`src/rtl/video_bus_pkg.sv`:
```
// Shared encodings and slot geometry for the time-division SRAM bus.
package video_bus_pkg;

  typedef enum logic [1:0] {
    ADDR_SEL_VIDEO  = 2'd0,
    ADDR_SEL_BRIDGE = 2'd1,
    ADDR_SEL_CPU    = 2'd2,
    ADDR_SEL_IDLE   = 2'd3
  } addr_sel_e;

  localparam int SLOTS_PER_FRAME = 16;
  localparam int WINDOW_LEN      = 3;

  localparam int DEFAULT_VRAM_SLOT   = 0;
  localparam int DEFAULT_VROM_SLOT   = 4;
  localparam int DEFAULT_BRIDGE_SLOT = 8;
  localparam int DEFAULT_CPU_SLOT    = 12;

  function automatic logic windows_disjoint(input int a, input int b);
    return (a + WINDOW_LEN <= b) || (b + WINDOW_LEN <= a);
  endfunction

  function automatic logic window_fits(input int start);
    return (start >= 0) && (start + WINDOW_LEN <= SLOTS_PER_FRAME);
  endfunction

endpackage

```
`src/rtl/bus_window.sv`:
```
// Decodes one three-slot bus window from a slot counter value.
module bus_window
  import video_bus_pkg::*;
(
  input  logic [3:0] count,
  input  logic [3:0] start,
  input  logic       enable,
  input  logic       write,
  output logic       active,
  output logic       oe,
  output logic       we,
  output logic       last
);

  logic [3:0] offset;
  logic       in_window;

  assign offset    = count - start;
  assign in_window = enable && (count >= start) && (offset < 4'(WINDOW_LEN));

  // Write strobe sits in the middle slot so address is stable one slot either side.
  assign active = in_window;
  assign oe     = in_window && !write;
  assign we     = in_window && write && (offset == 4'd1);
  assign last   = in_window && (offset == 4'(WINDOW_LEN - 1));

endmodule

```
`src/rtl/sram_bus_sequencer.sv`:
```
// Shares one 8-bit SRAM/char-ROM bus between video, CPU and bridge in a
// 16-slot frame; every output is registered from the next slot value.
module sram_bus_sequencer
  import video_bus_pkg::*;
#(
  parameter int VRAM_SLOT   = DEFAULT_VRAM_SLOT,
  parameter int VROM_SLOT   = DEFAULT_VROM_SLOT,
  parameter int BRIDGE_SLOT = DEFAULT_BRIDGE_SLOT,
  parameter int CPU_SLOT    = DEFAULT_CPU_SLOT
) (
  input  logic       clk,
  input  logic       reset,
  input  logic       cpu_we,
  input  logic       bridge_req,
  input  logic       bridge_we,
  input  logic [7:0] sram_data_in,
  output logic [1:0] addr_sel,
  output logic       sram_oe_n,
  output logic       sram_we_n,
  output logic       video_ram_strobe,
  output logic       video_rom_strobe,
  output logic       cpu_clk,
  output logic       bridge_ack,
  output logic [7:0] bridge_rd_data,
  output logic [7:0] cpu_rd_data,
  output logic [3:0] slot
);

  localparam logic [3:0] VRAM_START   = 4'(VRAM_SLOT);
  localparam logic [3:0] VROM_START   = 4'(VROM_SLOT);
  localparam logic [3:0] BRIDGE_START = 4'(BRIDGE_SLOT);
  localparam logic [3:0] CPU_START    = 4'(CPU_SLOT);

  if (!windows_disjoint(VRAM_SLOT, VROM_SLOT) || !windows_disjoint(VRAM_SLOT, BRIDGE_SLOT) ||
      !windows_disjoint(VRAM_SLOT, CPU_SLOT)  || !windows_disjoint(VROM_SLOT, BRIDGE_SLOT) ||
      !windows_disjoint(VROM_SLOT, CPU_SLOT)  || !windows_disjoint(BRIDGE_SLOT, CPU_SLOT)) begin : g_overlap
    $error("sram_bus_sequencer: bus windows overlap");
  end
  if (!window_fits(VRAM_SLOT) || !window_fits(VROM_SLOT) ||
      !window_fits(BRIDGE_SLOT) || !window_fits(CPU_SLOT)) begin : g_wrap
    $error("sram_bus_sequencer: a bus window wraps past the end of the frame");
  end
  if (CPU_SLOT < 8 || CPU_SLOT > 12) begin : g_cpu_phase
    $error("sram_bus_sequencer: CPU window must sit in the high half of phi2");
  end

  logic [3:0] count_q;
  logic [3:0] count_next;
  logic       grant_q, grant_next;
  logic       bridge_wr_q, bridge_wr_next;
  logic       cpu_wr_q, cpu_wr_next;
  logic       bridge_last_q, cpu_last_q;
  addr_sel_e  addr_sel_q, addr_sel_next;
  logic       oe_next, we_next;

  logic vram_active, vram_oe, vram_we, vram_last;
  logic vrom_active, vrom_oe, vrom_we, vrom_last;
  logic bridge_active, bridge_oe, bridge_we_win, bridge_last;
  logic cpu_active, cpu_oe, cpu_we_win, cpu_last;
  logic unused_video_bits;

  assign count_next = count_q + 4'd1;

  // Grant and direction are latched on window entry and held for the whole window.
  assign grant_next     = (count_next == BRIDGE_START) ? bridge_req : grant_q;
  assign bridge_wr_next = (count_next == BRIDGE_START) ? bridge_we  : bridge_wr_q;
  assign cpu_wr_next    = (count_next == CPU_START)    ? cpu_we     : cpu_wr_q;

  bus_window u_vram (
    .count(count_next), .start(VRAM_START), .enable(1'b1), .write(1'b0),
    .active(vram_active), .oe(vram_oe), .we(vram_we), .last(vram_last)
  );

  bus_window u_vrom (
    .count(count_next), .start(VROM_START), .enable(1'b1), .write(1'b0),
    .active(vrom_active), .oe(vrom_oe), .we(vrom_we), .last(vrom_last)
  );

  bus_window u_bridge (
    .count(count_next), .start(BRIDGE_START), .enable(grant_next), .write(bridge_wr_next),
    .active(bridge_active), .oe(bridge_oe), .we(bridge_we_win), .last(bridge_last)
  );

  bus_window u_cpu (
    .count(count_next), .start(CPU_START), .enable(1'b1), .write(cpu_wr_next),
    .active(cpu_active), .oe(cpu_oe), .we(cpu_we_win), .last(cpu_last)
  );

  assign unused_video_bits = ^{vram_we, vram_last, vrom_we, vrom_last};

  always_comb begin
    addr_sel_next = ADDR_SEL_IDLE;
    if (vram_active || vrom_active) begin
      addr_sel_next = ADDR_SEL_VIDEO;
    end else if (bridge_active) begin
      addr_sel_next = ADDR_SEL_BRIDGE;
    end else if (cpu_active) begin
      addr_sel_next = ADDR_SEL_CPU;
    end
    oe_next = vram_oe || vrom_oe || bridge_oe || cpu_oe;
    we_next = bridge_we_win || cpu_we_win;
  end

  // Reset aborts any window in flight: strobes drop and no ack or capture follows.
  always_ff @(posedge clk or posedge reset) begin
    if (reset) begin
      count_q          <= 4'd0;
      grant_q          <= 1'b0;
      bridge_wr_q      <= 1'b0;
      cpu_wr_q         <= 1'b0;
      bridge_last_q    <= 1'b0;
      cpu_last_q       <= 1'b0;
      addr_sel_q       <= ADDR_SEL_IDLE;
      sram_oe_n        <= 1'b1;
      sram_we_n        <= 1'b1;
      video_ram_strobe <= 1'b0;
      video_rom_strobe <= 1'b0;
      cpu_clk          <= 1'b0;
      bridge_ack       <= 1'b0;
      bridge_rd_data   <= 8'h00;
      cpu_rd_data      <= 8'h00;
    end else begin
      count_q          <= count_next;
      grant_q          <= grant_next;
      bridge_wr_q      <= bridge_wr_next;
      cpu_wr_q         <= cpu_wr_next;
      bridge_last_q    <= bridge_last;
      cpu_last_q       <= cpu_last;
      addr_sel_q       <= addr_sel_next;
      sram_oe_n        <= !oe_next;
      sram_we_n        <= !we_next;
      video_ram_strobe <= vram_active;
      video_rom_strobe <= vrom_active;
      cpu_clk          <= count_next[3];
      bridge_ack       <= bridge_last_q;
      if (bridge_last_q && !bridge_wr_q) begin
        bridge_rd_data <= sram_data_in;
      end
      if (cpu_last_q && !cpu_wr_q) begin
        cpu_rd_data <= sram_data_in;
      end
    end
  end

  assign addr_sel = addr_sel_q;
  assign slot     = count_q;

  a_no_oe_we_overlap: assert property (@(posedge clk) disable iff (reset)
    !(!sram_oe_n && !sram_we_n));

  a_single_owner: assert property (@(posedge clk) disable iff (reset)
    $onehot0({vram_active || vrom_active, bridge_active, cpu_active}));

  a_we_mid_window: assert property (@(posedge clk) disable iff (reset)
    !sram_we_n |-> (slot == BRIDGE_START + 4'd1 || slot == CPU_START + 4'd1));

endmodule

```
`config.mk`:
```
export PLATFORM = sky130hd
export DESIGN_NAME = sram_bus_sequencer
export DESIGN_NICKNAME = d
export VERILOG_FILES = /design/src/rtl/video_bus_pkg.sv /design/src/rtl/bus_window.sv /design/src/rtl/sram_bus_sequencer.sv
export SDC_FILE = /design/constraint.sdc
export NUM_CORES = 1
export LEC_CHECK = 0
export ABC_CLOCK_PERIOD_IN_PS = 4300
export CELL_PAD_IN_SITES_DETAIL_PLACEMENT = 2
export CELL_PAD_IN_SITES_GLOBAL_PLACEMENT = 2
export CORE_ASPECT_RATIO = 1.75
export CORE_UTILIZATION = 30
export DETAILED_ROUTE_END_ITERATION = 10
export GPL_ROUTABILITY_DRIVEN = 0
export HOLD_SLACK_MARGIN = 0.12
export PLACE_DENSITY_LB_ADDON = 0.1
export SETUP_SLACK_MARGIN = 0.1
export SYNTH_ARGS = -nofsm -noshare
export SYNTH_HDL_FRONTEND = slang
export SYNTH_SLANG_ARGS = --single-unit
```
`constraint.sdc`:
```
create_clock -name clk -period 4.3 [get_ports clk]
set_input_delay 1.29 -clock clk [delete_from_list [all_inputs] [get_ports clk]]
set_output_delay 1.29 -clock clk [all_outputs]
set_load 0.005 [all_outputs]
```
## After elaboration in Yosys (flattened, before gate mapping)

Cells that the tools add are included.

| operators by class | value |
|---|---|
| $add $sub $neg | 4 |
| $lt $le $gt $ge | 8 |
| equal/unequal tests | 6 |
| multiplexer cells | 6 |
| reduce and logical (&&, ||, !) cells | 25 |

Operators by type and width:

| kind | count |
|---|---|
| < comparator 4 x 2 -> 1 bit, second input constant | 4 |
| logical AND 1 bit | 15 |
| equality test 4 x 1 -> 1 bit, second input constant | 2 |
| equality test 4 x 2 -> 1 bit, second input constant | 2 |
| equality test 4 bit, second input constant | 2 |
| >= comparator 4 bit, second input constant | 2 |
| subtractor 4 bit, second input constant | 2 |
| logical NOT 1 bit | 6 |
| adder 4 x 1 -> 4 bit, second input constant | 1 |
| >= comparator 4 x 1 -> 1 bit, second input constant | 1 |
| >= comparator 4 x 3 -> 1 bit, second input constant | 1 |
| logical OR 1 bit | 4 |
| 2-to-1 mux 1 bit | 4 |
| 2-to-1 mux 2 bit | 2 |
| subtractor 4 x 3 -> 4 bit, second input constant | 1 |

| word-level totals | value |
|---|---|
| bits in registers | 33 |
| input bits | 13 |
| output and inout port bits | 28 |
| word-level logic and storage cells | 64 |

## Depth between registers and ports, before layout

Gate-level depths: netlist of the first run.

| depth | value |
|---|---|
| depth after elaboration | 9 |
| mapped depth | 6 |
| gate-level depth less buffers | 5 |

## Modules after synthesis

A second synthesis of the first run with hierarchy kept.

| unflattened totals | value |
|---|---|
| cells, all modules | 194 |
| area total of the unflattened synthesis | 2,085.8 um^2 |

By module, submodules not included:

| module | instances | cells an instance | area each (um^2) | sequential area each (um^2) |
|---|---|---|---|---|
| sram_bus_sequencer | 1 | 94 | 1,315.0 | 805.8 |
| bus_window | 4 | 25 | 192.7 | 0.0 |

## Least setup slack after synthesis of the first run

OpenSTA, ideal clock, no wires.

| timing path | value |
|---|---|
| kind | in2reg |
| start | in bridge_req |
| end | reg sram_oe_n |
| setup time | 0.080 ns |
| arrival | 1.850 ns |
| required time | 4.220 ns |
| slack | 2.371 ns |
| cell stages on the path | 3 |
| buffers on the path | 0 |
| cells stage by stage | a31oi_1 > or3_1 > o22a_1 |

| between the ends | value |
|---|---|
| longest elaborated chain between the ends | 7 |

Ends and longest elaborated chain:

| item | line | text |
|---|---|---|
| start: declaration | sram_bus_sequencer.sv:14 | `input logic bridge_req,` |
| 2-to-1 mux 1 bit | sram_bus_sequencer.sv:65 | `assign grant_next = (count_next == BRIDGE_START) ? bridge_req : grant_q;` |
| logical AND 1 bit (2 in series) | bus_window.sv:19 | `assign in_window = enable && (count >= start) && (offset < 4'(WINDOW_LEN));` |
| logical AND 1 bit | bus_window.sv:23 | `assign oe = in_window && !write;` |
| logical OR 1 bit (2 in series) | sram_bus_sequencer.sv:100 | `oe_next = vram_oe \|\| vrom_oe \|\| bridge_oe \|\| cpu_oe;` |
| logical NOT 1 bit | sram_bus_sequencer.sv:130 | `sram_oe_n <= !oe_next;` |
| end signal: assignment | sram_bus_sequencer.sv:130 |  |
| end: declaration | sram_bus_sequencer.sv:18 | `output logic sram_oe_n,` |

No other way between the ends.
A chain may end at the register's enable or synchronous reset.

## Final worst setup path of the first run

| timing path | value |
|---|---|
| start | reg count_q[2], in the netlist slot[2] |
| end | out slot[2] |

RTL lines:

| item | line | text |
|---|---|---|
| start: declaration | sram_bus_sequencer.sv:47 | `logic [3:0] count_q;` |
| start signal: assignment | sram_bus_sequencer.sv:123 | `count_q <= count_next;` |
| end: declaration | sram_bus_sequencer.sv:26 | `output logic [3:0] slot` |

No word-level cell between the ends.

==> results.py, run 1 <==
metrics = {
    "floorplan": {
        "core_region_area_um2": 4400,
        "start_util_pct": 31.1,
        "fp.dieH_um": 91.4,
        "ioPinCount": 41,
        "die-width_um": 53.1,
        "die-area_um2": 4850,
        "rows": 32,
    },
    "setup_path": {
        "worstSetupStartpointType": "flop",
        "cp_num_cells": 1,
        "crit_arrival_ps": 1510,
        "worst_setup_path_end_kind": "output port",
        "path_cells": "clkdlybuf4s50_1",
        "r2r_cells": 4,
        "cp_slowest_cell": "dfrtp_1",
        "cpPeakStageDelay_ps": 620,
        "critPathRequiredTime_ps": 3010,
        "timing.rr.end": "sram_we_n",
        "crit_type": "reg2out",
        "crit_start": "slot[2]",
        "path_buf_inv": 1,
        "reg2reg_setup_slack_ps": 2420,
        "r2r_start": "slot[1]",
        "crit_family": "flip-flops",
        "path_max_fanout": 11,
        "crit_end": "slot[2]",
    },
    "power_and_ir_drop": {
        "p_leak_nw": 0.825,
        "power.density_nw_per_um2": 342,
        "ir_drop_uv": 227,
    },
    "synthesis": {
        "avgSynthCellArea_um2": 13.2,
        "ys_async_sr_fraction_pct": 100,
        "synth.largest_area_cell": "dfrtp_1",
        "ys_seq_area_share_pct": 58.9,
        "synth_area_leaders": "dfrtp_1 51%, mux2_2 14%, dfstp_2 7.7%",
        "yosys_register_bits": 32,
        "synth_top_cells_by_count": "28 x dfrtp_1, 17 x mux2_2, 6 x inv_1",
        "syn_area_um2": 1370,
        "yosysTopAreaCellShare_pct": 51.2,
        "syn_inst": 104,
        "synthFlopType": "dfrtp_1",
        "syn_nets": 121,
        "yosysUniqueCellTypes": 34,
        "yosysWarnings": 0,
        "synth_edf_count": 0,
        "yosysMostFrequentCell": "dfrtp_1",
    },
    "global_routing": {
        "grt_max_degree": 22,
        "grt_pass1_wl_um": 5770,
        "antenna_found_initial": 0,
        "grt.overflow.total": 0,
        "track_usage_pct": 17.2,
        "first_global_vias": 1137,
    },
    "sta": {
        "setup-tns-final_ps": 0,
        "period_share_pct": 65.0,
        "hold_viol": 0,
        "max-slew-margin-rel_pct": 44.8,
        "min_period_ps": 2800,
        "final_max_slew_viol_count": 0,
        "tightest_slew_ps": 827,
        "report.final.setup_viol": 0,
        "skew_ps": 6.08,
        "rsz0062_at_grt": "false",
        "fmax_mhz": 358,
    },
    "placement": {
        "port_buffers": 40,
        "hpwlAfterDp_um": 2720,
    },
    "clocking": {
        "clk_latency_ps": 290,
        "cts_max_path_buffers": 2,
        "post_cts_buffers": 0,
        "root_buffer": "clkbuf_8",
        "numCtsBuffers": 5,
        "cts-resized-gates": 0,
        "cts_max_level": 2,
        "cts_hold_buf": 0,
        "clkTransAtPathRegs_ps": 70,
        "clock_sinks": 32,
        "cts_tree": "yes",
    },
    "hold_path": {
        "hp-class": "reg2reg",
    },
    "routing": {
        "drc": 0,
        "vias": 984,
        "wl_per_cell_um": 18.0,
        "drt_iter0_markers": 5,
        "wl_met1_um": 1230,
        "met2_wirelength_um": 2100,
        "vias_per_cell": 4.97,
        "ant_nets": 0,
        "dr_wl_met3_um": 154,
        "top_layer": "met4",
        "dr.pass1.iters": 2,
        "finalWirelength_um": 3560,
    },
    "run_status": {
        "status": "finished clean",
    },
    "final_layout": {
        "fin_nets": 163,
        "area_delta_synth_final_pct": 38.9,
        "fillers": 465,
        "fin_util_pct": 43.2,
        "diodes": 0,
        "layout-drive-gt1-share_pct": 21.8,
    },
    "flow_run": {
        "max_cap_violations": 0,
    },
}
## sequential cells by signal, indices dropped and copies added (netlist names)
signal            count
addr_sel              2
bridge_ack            1
bridge_last_q         1
bridge_rd_data        8
bridge_wr_q           1
cpu_last_q            1
cpu_rd_data           8
cpu_wr_q              1
grant_q               1
slot                  4
sram_oe_n             1
sram_we_n             1
video_ram_strobe      1
video_rom_strobe      1
## worst min path at each step
stage               slack, ps  cells after the start         end          start
global placement          360                      0  bridge_ack  bridge_last_q
CTS                       390                      0  bridge_ack  bridge_last_q
global route              390                      0  bridge_ack  bridge_last_q
detailed placement        380                      0  bridge_ack  bridge_last_q
floorplan                 350                      0  bridge_ack  bridge_last_q
finish                    380                      0  bridge_ack  bridge_last_q
## cells by family after synthesis
logic type | count (synthesis) | synth area share, %
muxes | 18 | 15.1
xor gates and xnor gates | 2 | 1.28
DFF | 32 | 58.9
AOI/OAI and AO/OA | 16 | 7.59
buffers and inverters | 12 | 4.48
and+or+nand+nor | 20 | 9.05
adders and majority gates | 4 | 3.66
## power by group
group | switching, W | internal (W)
clock | 0.000110 | 0.000146
sequential | 0.00000877 | 0.000318
combinational | 0.0000216 | 0.0000471
## per-layer routing
metal,up-vias,GRT usage (%)
li1,440,-
met2,32,32.0
met1,506,16.2
met3,6,4.36
met4,0,8.11
met5,-,0
## cell usage in the layout (no fill, tap or decap), types with 2 or more instances in the layout
| cell type | netlist | layout |
|---|---|---|
| clkbuf_8 | 0 | 7 |
| inv_1 | 6 | 6 |
| nand2_1 | 2 | 2 |
| nand2b_1 | 3 | 3 |
| dfrtp_1 | 28 | 28 |
| clkdlybuf4s50_1 | 0 | 40 |
| o21ai_0 | 4 | 4 |
| nor3_1 | 2 | 2 |
| nand3_1 | 2 | 2 |
| mux2_2 | 17 | 17 |
| xor2_1 | 2 | 2 |
| dfstp_2 | 4 | 4 |
| ha_1 | 4 | 4 |
| a21oi_1 | 5 | 5 |
| nor2b_1 | 2 | 2 |
## final cells by class
cell class / instances / area (um^2) / area share [%]
clock buffers: 8 / 100 / 5.26
inverters: 6 / 22.5 / 1.18
multi-input cells: 60 / 502 / 26.4
flip-flops and latches: 32 / 806 / 42.4
well taps: 51 / 63.8 / 3.36
repair buffers: 41 / 408 / 21.4
## stage by stage
stage                     total power [W]  hold slack (ps)  instance area [um^2]  cells  worst slack, ps
after floorplan                  0.000352              355                  1370    104             2330
after global placement           0.000397              359                  1800    190             1810
after detailed placement         0.000403              378                  1800    190             1780
after CTS                        0.000662              390                  1900    198             1500
after global routing             0.000681              389                  1900    198             1430
final                            0.000651              385                  1900    198             1500
## worst register-to-register path, cell delays in order (launching register included)
cell and delay [ps]:
dfrtp_1 530, ha_1 470, o211ai_2 220, mux2_4 370, a32oi_1 200
Note: power is estimated with default switching activity, not from simulation.
==> inputs of run 2 (changes only) <==
ABC_CLOCK_PERIOD_IN_PS = 2900   (was 4300)
clock period = 2.9 ns   (was 4.3 ns; I/O delays follow)
==> run 2 against run 1 <==
Die area stayed put. First-iteration DRC count fell by 20%. Sequential share of layout area increased by 0.42 points. Flip-flop and latch count unchanged. Register-to-register slack worse by 1300 ps. Sequential power up 48%. Combinational power is 47% higher. Clock-buffer cell count down 1. Critical path depth unchanged. Global-route usage down 1.9 points. Worst hold slack got worse by 6.0 ps. Clock skew shrank 2.4 ps. Largest cell class unchanged. Largest power group unchanged. Highest routed layer unchanged.
==> results.py, run 2 (synthesis gave the netlist of run 1 again) <==
metrics = {
    "run_status": {
        "status": "finished clean",
    },
    "power_and_ir_drop": {
        "intPower_w": 0.000709,
        "p_leak_nw": 0.816,
        "power.density_nw_per_um2": 483,
        "switching_share_pct": 22.0,
        "total_power_w": 0.000909,
        "combinationalPowerShare_pct": 11.1,
        "p_seq_share_pct": 53.1,
        "ir_drop_uv": 260,
        "net-switching-power_w": 0.000200,
        "clock_power_share_pct": 35.8,
    },
    "sta": {
        "skew_ps": 3.72,
        "min_period_ps": 2320,
        "rsz0062_at_grt": "false",
        "setup-tns-final_ps": 0,
        "max-slew-margin-rel_pct": 49.7,
        "hold_viol": 0,
        "tightest_slew_ps": 752,
        "period_share_pct": 80.0,
        "report.final.setup_viol": 0,
        "final_max_slew_viol_count": 0,
        "holdWs_ps": 379,
        "fmax_mhz": 431,
    },
    "routing": {
        "wl_per_cell_um": 16.5,
        "drt_iter0_markers": 4,
        "vias_per_cell": 4.99,
        "vias": 989,
        "dr.pass1.iters": 4,
        "drc": 0,
        "ant_nets": 0,
        "finalWirelength_um": 3260,
    },
    "setup_path": {
        "worstSetupStartpointType": "flop",
        "path_max_fanout": 11,
        "crit_arrival_ps": 1450,
        "crit_family": "buffers and inverters",
        "cp_slowest_cell": "clkdlybuf4s50_1",
        "path_cells": "clkdlybuf4s50_1",
        "critPathRequiredTime_ps": 2030,
        "crit_type": "reg2out",
        "path_buf_inv": 1,
        "cpPeakStageDelay_ps": 590,
        "worst_setup_path_end_kind": "output port",
    },
    "clocking": {
        "clkTransAtPathRegs_ps": 60,
        "clock_sinks": 32,
        "post_cts_buffers": 0,
        "numCtsBuffers": 5,
        "cts_tree": "yes",
        "cts_max_level": 2,
        "cts_hold_buf": 0,
        "cts_max_path_buffers": 2,
        "cts-resized-gates": 0,
        "root_buffer": "clkbuf_8",
        "clk_latency_ps": 280,
    },
    "global_routing": {
        "antenna_found_initial": 0,
        "grt_max_degree": 33,
        "grt_pass1_wl_um": 5310,
        "track_usage_pct": 15.3,
        "first_global_vias": 1097,
        "grt.overflow.total": 0,
    },
    "floorplan": {
        "ioPinCount": 41,
        "start_util_pct": 31.1,
        "core_region_area_um2": 4400,
        "fp.dieH_um": 91.4,
        "die-area_um2": 4850,
        "rows": 32,
        "die-width_um": 53.1,
    },
    "placement": {
        "hpwlAfterDp_um": 2460,
        "port_buffers": 40,
        "place_inst": 190,
    },
    "final_layout": {
        "final_common_cell": "clkdlybuf4s50_1",
        "fin_nets": 163,
        "stdcell_count": 198,
        "final_cell_mix": "40 x clkdlybuf4s50_1, 28 x dfrtp_1, 17 x mux2_2",
        "area_delta_synth_final_pct": 37.6,
        "diodes": 0,
        "fillers": 478,
        "fin_util_pct": 42.8,
        "layout-drive-gt1-share_pct": 21.1,
    },
    "flow_run": {
        "max_cap_violations": 0,
    },
    "hold_path": {
        "hp-class": "reg2reg",
    },
}
## run 2: final cells by class
class | count | area [um^2] | share of cell area [%]
Clock buffer | 7 | 76.3 | 4.05
Clock inverter | 1 | 5.00 | 0.266
Inverter | 6 | 22.5 | 1.20
Multi-Input combinational cell | 60 | 502 | 26.6
Sequential cell | 32 | 806 | 42.8
Tap cell | 51 | 63.8 | 3.39
Timing Repair Buffer | 41 | 408 | 21.7
## run 2: stage by stage
step / setup WS (ps) / instance area (um^2)
finish: 579 / 1880
global route: 522 / 1880
CTS: 572 / 1880
detailed placement: 799 / 1800
global placement: 849 / 1800
floorplan: 1270 / 1370
## run 2: power by group through the flow
stage	sequential (W)	clock [W]	combinational (W)
2_1_floorplan	0.000492	0	0.0000299
3_3_place_gp	0.000490	0	0.0000992
3_5_place_dp	0.000492	0	0.000103
4_1_cts	0.000484	0.000336	0.000103
5_1_grt	0.000486	0.000356	0.000111
6_report	0.000483	0.000325	0.000101
## run 2: worst paths after layout
path / slack [ps] / end / from / cells after the start
worst max-delay path: 580 / slot[2] / slot[2] / 1
worst min-delay path: 380 / bridge_ack / bridge_last_q / 0
worst max register to register: 1080 / sram_we_n / slot[1] / 4
worst min register to register: 380 / bridge_ack / bridge_last_q / 0
max in group asynchronous: 1590 / sram_oe_n / reset / 3
min in group asynchronous: 980 / bridge_wr_q / reset / 3
## run 2: per-layer routing
metal,share of wire [%],GRT usage [%]
met1,36,16.2
met5,0,0
met2,55,26.7
met4,3.2,7.68
met3,5.1,3.52
==> inputs of run 3 (changes only) <==
ABC_CLOCK_PERIOD_IN_PS = 1950   (was 2900)
CORE_UTILIZATION = 27   (was 30)
clock period = 1.95 ns   (was 2.9 ns; I/O delays follow)
==> run 3 against run 2 <==
Flip-flop and latch count unchanged. Non-clock buffer count grew 6. Worst hold slack improved by 5.9 ps. Critical path type unchanged. Largest power group unchanged. Highest routed layer unchanged.
==> results.py, run 3 (synthesis gave the netlist of run 1 again) <==
metrics = {
    "power_and_ir_drop": {
        "p_leak_nw": 0.885,
        "ir_drop_uv": 356,
        "power.density_nw_per_um2": 714,
    },
    "sta": {
        "hold_viol": 0,
        "holdWs_ps": 385,
        "period_share_pct": 90.8,
        "final_max_slew_viol_count": 0,
        "setup-tns-final_ps": 0,
        "tightest_slew_ps": 503,
        "report.final.setup_viol": 0,
        "rsz0062_at_grt": "false",
        "max-slew-margin-rel_pct": 66.3,
        "min_period_ps": 1770,
        "fmax_mhz": 565,
        "skew_ps": 2.31,
    },
    "placement": {
        "hpwlAfterDp_um": 2660,
        "port_buffers": 40,
        "place_area_um2": 1840,
    },
    "clocking": {
        "root_buffer": "clkbuf_8",
        "cts_max_path_buffers": 2,
        "clkTransAtPathRegs_ps": 60,
        "clk_latency_ps": 280,
        "numCtsBuffers": 5,
        "cts_tree": "yes",
        "clock_sinks": 32,
        "cts_max_level": 2,
    },
    "final_layout": {
        "final_cell_area_um2": 1940,
        "final_common_cell": "clkdlybuf4s50_1",
        "diodes": 0,
        "fin_nets": 169,
        "area_delta_synth_final_pct": 41.8,
        "final_cell_mix": "35 x clkdlybuf4s50_1, 26 x dfrtp_1, 17 x mux2_2",
        "layout-drive-gt1-share_pct": 26.8,
        "fillers": 518,
    },
    "global_routing": {
        "grt.overflow.total": 0,
        "grt_max_degree": 33,
        "track_usage_pct": 14.3,
        "grt_pass1_wl_um": 5800,
        "first_global_vias": 1133,
        "antenna_found_initial": 0,
    },
    "setup_path": {
        "reg2reg_setup_slack_ps": 270,
        "worstSetupStartpointType": "flop",
        "timing.rr.end": "sram_oe_n",
        "r2r_cells": 5,
        "cp_slowest_cell": "clkdlybuf4s50_1",
        "crit_arrival_ps": 1180,
        "r2r_start": "slot[0]",
        "path_cells": "clkdlybuf4s50_1",
        "path_buf_inv": 1,
        "crit_end": "slot[0]",
        "worst_setup_path_end_kind": "output port",
        "crit_family": "buffers and inverters",
        "critPathRequiredTime_ps": 1360,
        "cpPeakStageDelay_ps": 510,
        "crit_type": "reg2out",
        "path_max_fanout": 5,
        "cp_num_cells": 1,
        "crit_start": "slot[0]",
    },
    "floorplan": {
        "fp.dieH_um": 96.2,
        "ioPinCount": 41,
        "rows": 33,
        "start_util_pct": 28.6,
        "die-area_um2": 5370,
        "die-width_um": 55.8,
        "core_region_area_um2": 4790,
    },
    "hold_path": {
        "hp-class": "reg2reg",
    },
    "routing": {
        "dr.pass1.iters": 2,
        "vias": 1000,
        "finalWirelength_um": 3420,
        "vias_per_cell": 4.88,
        "drc": 0,
        "drt_iter0_markers": 11,
        "wl_per_cell_um": 16.7,
        "ant_nets": 0,
    },
    "run_status": {
        "status": "finished clean",
    },
    "flow_run": {
        "max_cap_violations": 0,
    },
}
[run 3: changes by cell type in the layout (fill, tap and decap cells not counted), sizes merged]
cell           before  now
dlygate4sd2         0    4
clkinv              1    2
dlymetal6s2s        0    1
buf                 1    7
clkbuf              7    6
clkdlybuf4s50      40   35
[run 3: layer usage]
metal	routed length, um	share of wire [%]	vias up	GRT usage [%]
li1	-	-	453	-
met1	1220	36	513	14.2
met2	2010	59	28	28.1
met3	148	4.3	6	3.36
met4	53	1.5	0	6.10
met5	0	0	-	0
[run 3: area by class of cell]
class                   count  area [um^2]  share of cell area [%]
repair buffers             47          450                    23.2
well taps                  52         65.1                    3.35
clock inverters             2         10.0                   0.516
multi-input cells          60          502                    25.9
clock buffers               6         82.6                    4.26
flip-flops and latches     32          808                    41.7
inverters                   6         22.5                    1.16
[run 3: worst register-to-register path, stage by stage (launching register included)]
cell and delay (ps):
dfrtp_2 430, ha_1 330, nor3b_1 240, a31oi_1 90, or3_1 340, o22a_1 180
[run 3: through the flow]
stage | utilization, % | setup WS (ps) | cells | total power, W
3_5_place_dp | 38.4 | 133 | 196 | 0.000888
4_1_cts | 40.3 | 103 | 204 | 0.00141
3_3_place_gp | 38.4 | 172 | 196 | 0.000878
6_report | 40.5 | 180 | 205 | 0.00139
5_1_grt | 40.5 | 129 | 205 | 0.00145
2_1_floorplan | - | 316 | 104 | 0.000776
[run 3: how the worst min path moves through the flow]
stage / startpoint / end / slack, ps / cells past startpoint
after floorplan: bridge_last_q / bridge_ack / 350 / 0
after global placement: bridge_last_q / bridge_ack / 380 / 0
after detailed placement: bridge_last_q / bridge_ack / 370 / 0
after CTS: bridge_last_q / bridge_ack / 390 / 0
after global routing: bridge_last_q / bridge_ack / 400 / 0
final: bridge_last_q / bridge_ack / 380 / 0
[run 3: what timing repair did]
| item | CTS | global route |
|---|---|---|
| setup endpoints to repair | 6 | 4 |
| hold buffers | 0 | 0 |
| gates resized for setup | 5 | 2 |
| cloned | 0 | 0 |
| setup buffers | 0 | 1 |
[run 3: power by group]
group | internal (W) | switching, W
clock network | 0.000281 | 0.000234
logic | 0.000104 | 0.0000470
registers | 0.000701 | 0.0000186
total | 0.00109 | 0.000299
==> edit: new RTL, flow settings as in run 2 <==
Make the reset (`reset`) synchronous in one clocked block.
--- a/src/rtl/sram_bus_sequencer.sv
+++ b/src/rtl/sram_bus_sequencer.sv
@@ -103,5 +103,5 @@
 
   // Reset aborts any window in flight: strobes drop and no ack or capture follows.
-  always_ff @(posedge clk or posedge reset) begin
+  always_ff @(posedge clk) begin
     if (reset) begin
       count_q          <= 4'd0;
Formal check against the unedited RTL: differs if reset is asserted again (counterexample within 4 cycles, from zero or initial values and one cycle with reset high); with reset held inactive, the same outputs for 10 cycles.
==> edit against run 2 <==
- power increased by 8.0%
- area after synthesis decreased by 3.3%
- register-to-register slack got worse by 0.43 ns
- count of clock-buffer cells in the layout decreased by 1
- routed wire length increased by 5.9%
- worst setup slack improved by 0.038 ns
- sequential cell count unchanged
- final area decreased by 1.1%
- critical path type unchanged
- largest power group unchanged
- highest routed layer unchanged
==> edit: results (changes against run 2) <==
Outcome
  • Run status: complete, no violations

Power and ir drop
  • P_leak: 0.762 nW (-6.6%)
  • Maximum resistive drop on vdd: 0.000341 V (+31%)

Route
  • Vias: 1097 (+11%)
  • Met3 wire len: 159 um (-4.2%)
  • Drt wl/cell: 15.6 um (-5.2%)
  • Total Routed Length: 3450 um (+5.9%)
  • Met1 wire length: 1310 um (+11%)
  • First-pass DRT Iterations: 3 (-1)

Global routing
  • Global-route wire length before repair: 5980 um (+12%)
  • Number of global-route vias before repair: 1217 (+11%)
  • Met3 Usage GRT: 5.25% (+1.7 points)
  • Met2 GRT Util: 30.7% (+4.0 points)
  • Largest net degree at the start of global routing: 15 (-55%)

Synthesis
  • Post-synthesis sequential area ratio: 48.4% (-10 points)
  • Async SR Flop Fraction: 0% (-100 points)
  • Syn Nets: 148 (+22%)
  • Post-Syn Instances: 130 (+25%)
  • Ranking of synthesized cells by area: dfxtp_1 (48%), mux2i_1 (14%), nor2_1 (6.5%)
  • Synth top cells by count: dfxtp_1 (32), nor2_1 (23), mux2i_1 (18)
  • Yosys cell types: 36 (+5.9%)

Worst setup path
  • R2R depth: 5 (+1)
  • Reg2Reg Setup Slack: 0.65 ns (-0.43 ns)
  • Reg2Reg Launch Point: slot[0]
  • Worst reg2reg path endpoint: sram_we_n

Finish
  • Final net count: 189 (+16%)

Placed design
  • Placed insts: 213 (+12%)

Hold path
  • Hold worst-path end: grant_q

STA
  • Final Cycle Share: 78.7% (-1.3 points)
-- edit: cell types whose count changed after synthesis, moves of 4 or more --
cell      before  now
dfxtp_1        0   32
nor2_1         1   23
mux2i_1        0   18
nand2b_1       3    7
mux2_2        17    1
dfrtp_1       28    0
dfstp_2        4    0
inv_1          6    2
-- edit: worst min-delay path, stage by stage (launching register included) --
cell,delay [ns]
dfxtp_1,0.31
nand2b_1,0.06
mux2i_1,0.06
-- edit: layout make-up --
cell class | count | area (um^2) | share of cell area [%]
Timing Repair Buffer | 42 | 415 | 22.3
Clock inverter | 2 | 35.0 | 1.88
Multi-Input combinational cell | 88 | 631 | 33.8
Inverter | 2 | 7.51 | 0.403
Clock buffer | 6 | 72.6 | 3.90
Sequential cell | 32 | 641 | 34.4
Tap cell | 49 | 61.3 | 3.29
-- edit: kinds of logic (layout without fill, tap and decap cells) --
| family | after synthesis | after routing | share of synthesized area [%] |
|---|---|---|---|
| AO/OA/AOI/OAI | 13 | 13 | 7.09 |
| XOR/XNOR | 3 | 3 | 2.55 |
| adder cells (fa/ha/maj) | 5 | 5 | 4.73 |
| buffers and inverters | 10 | 52 | 3.97 |
| flip-flops | 32 | 32 | 48.4 |
| multiplexers | 19 | 19 | 14.5 |
| AND/OR/NAND/NOR | 48 | 48 | 18.8 |
-- edit: power by group through the flow --
stage | clock network [mW] | logic (mW) | registers [mW]
3_5_place_dp | 0 | 0.0930 | 0.474
5_1_grt | 0.459 | 0.101 | 0.465
2_1_floorplan | 0 | 0.0418 | 0.470
4_1_cts | 0.431 | 0.0940 | 0.464
3_3_place_gp | 0 | 0.0888 | 0.473
6_report | 0.426 | 0.0918 | 0.464
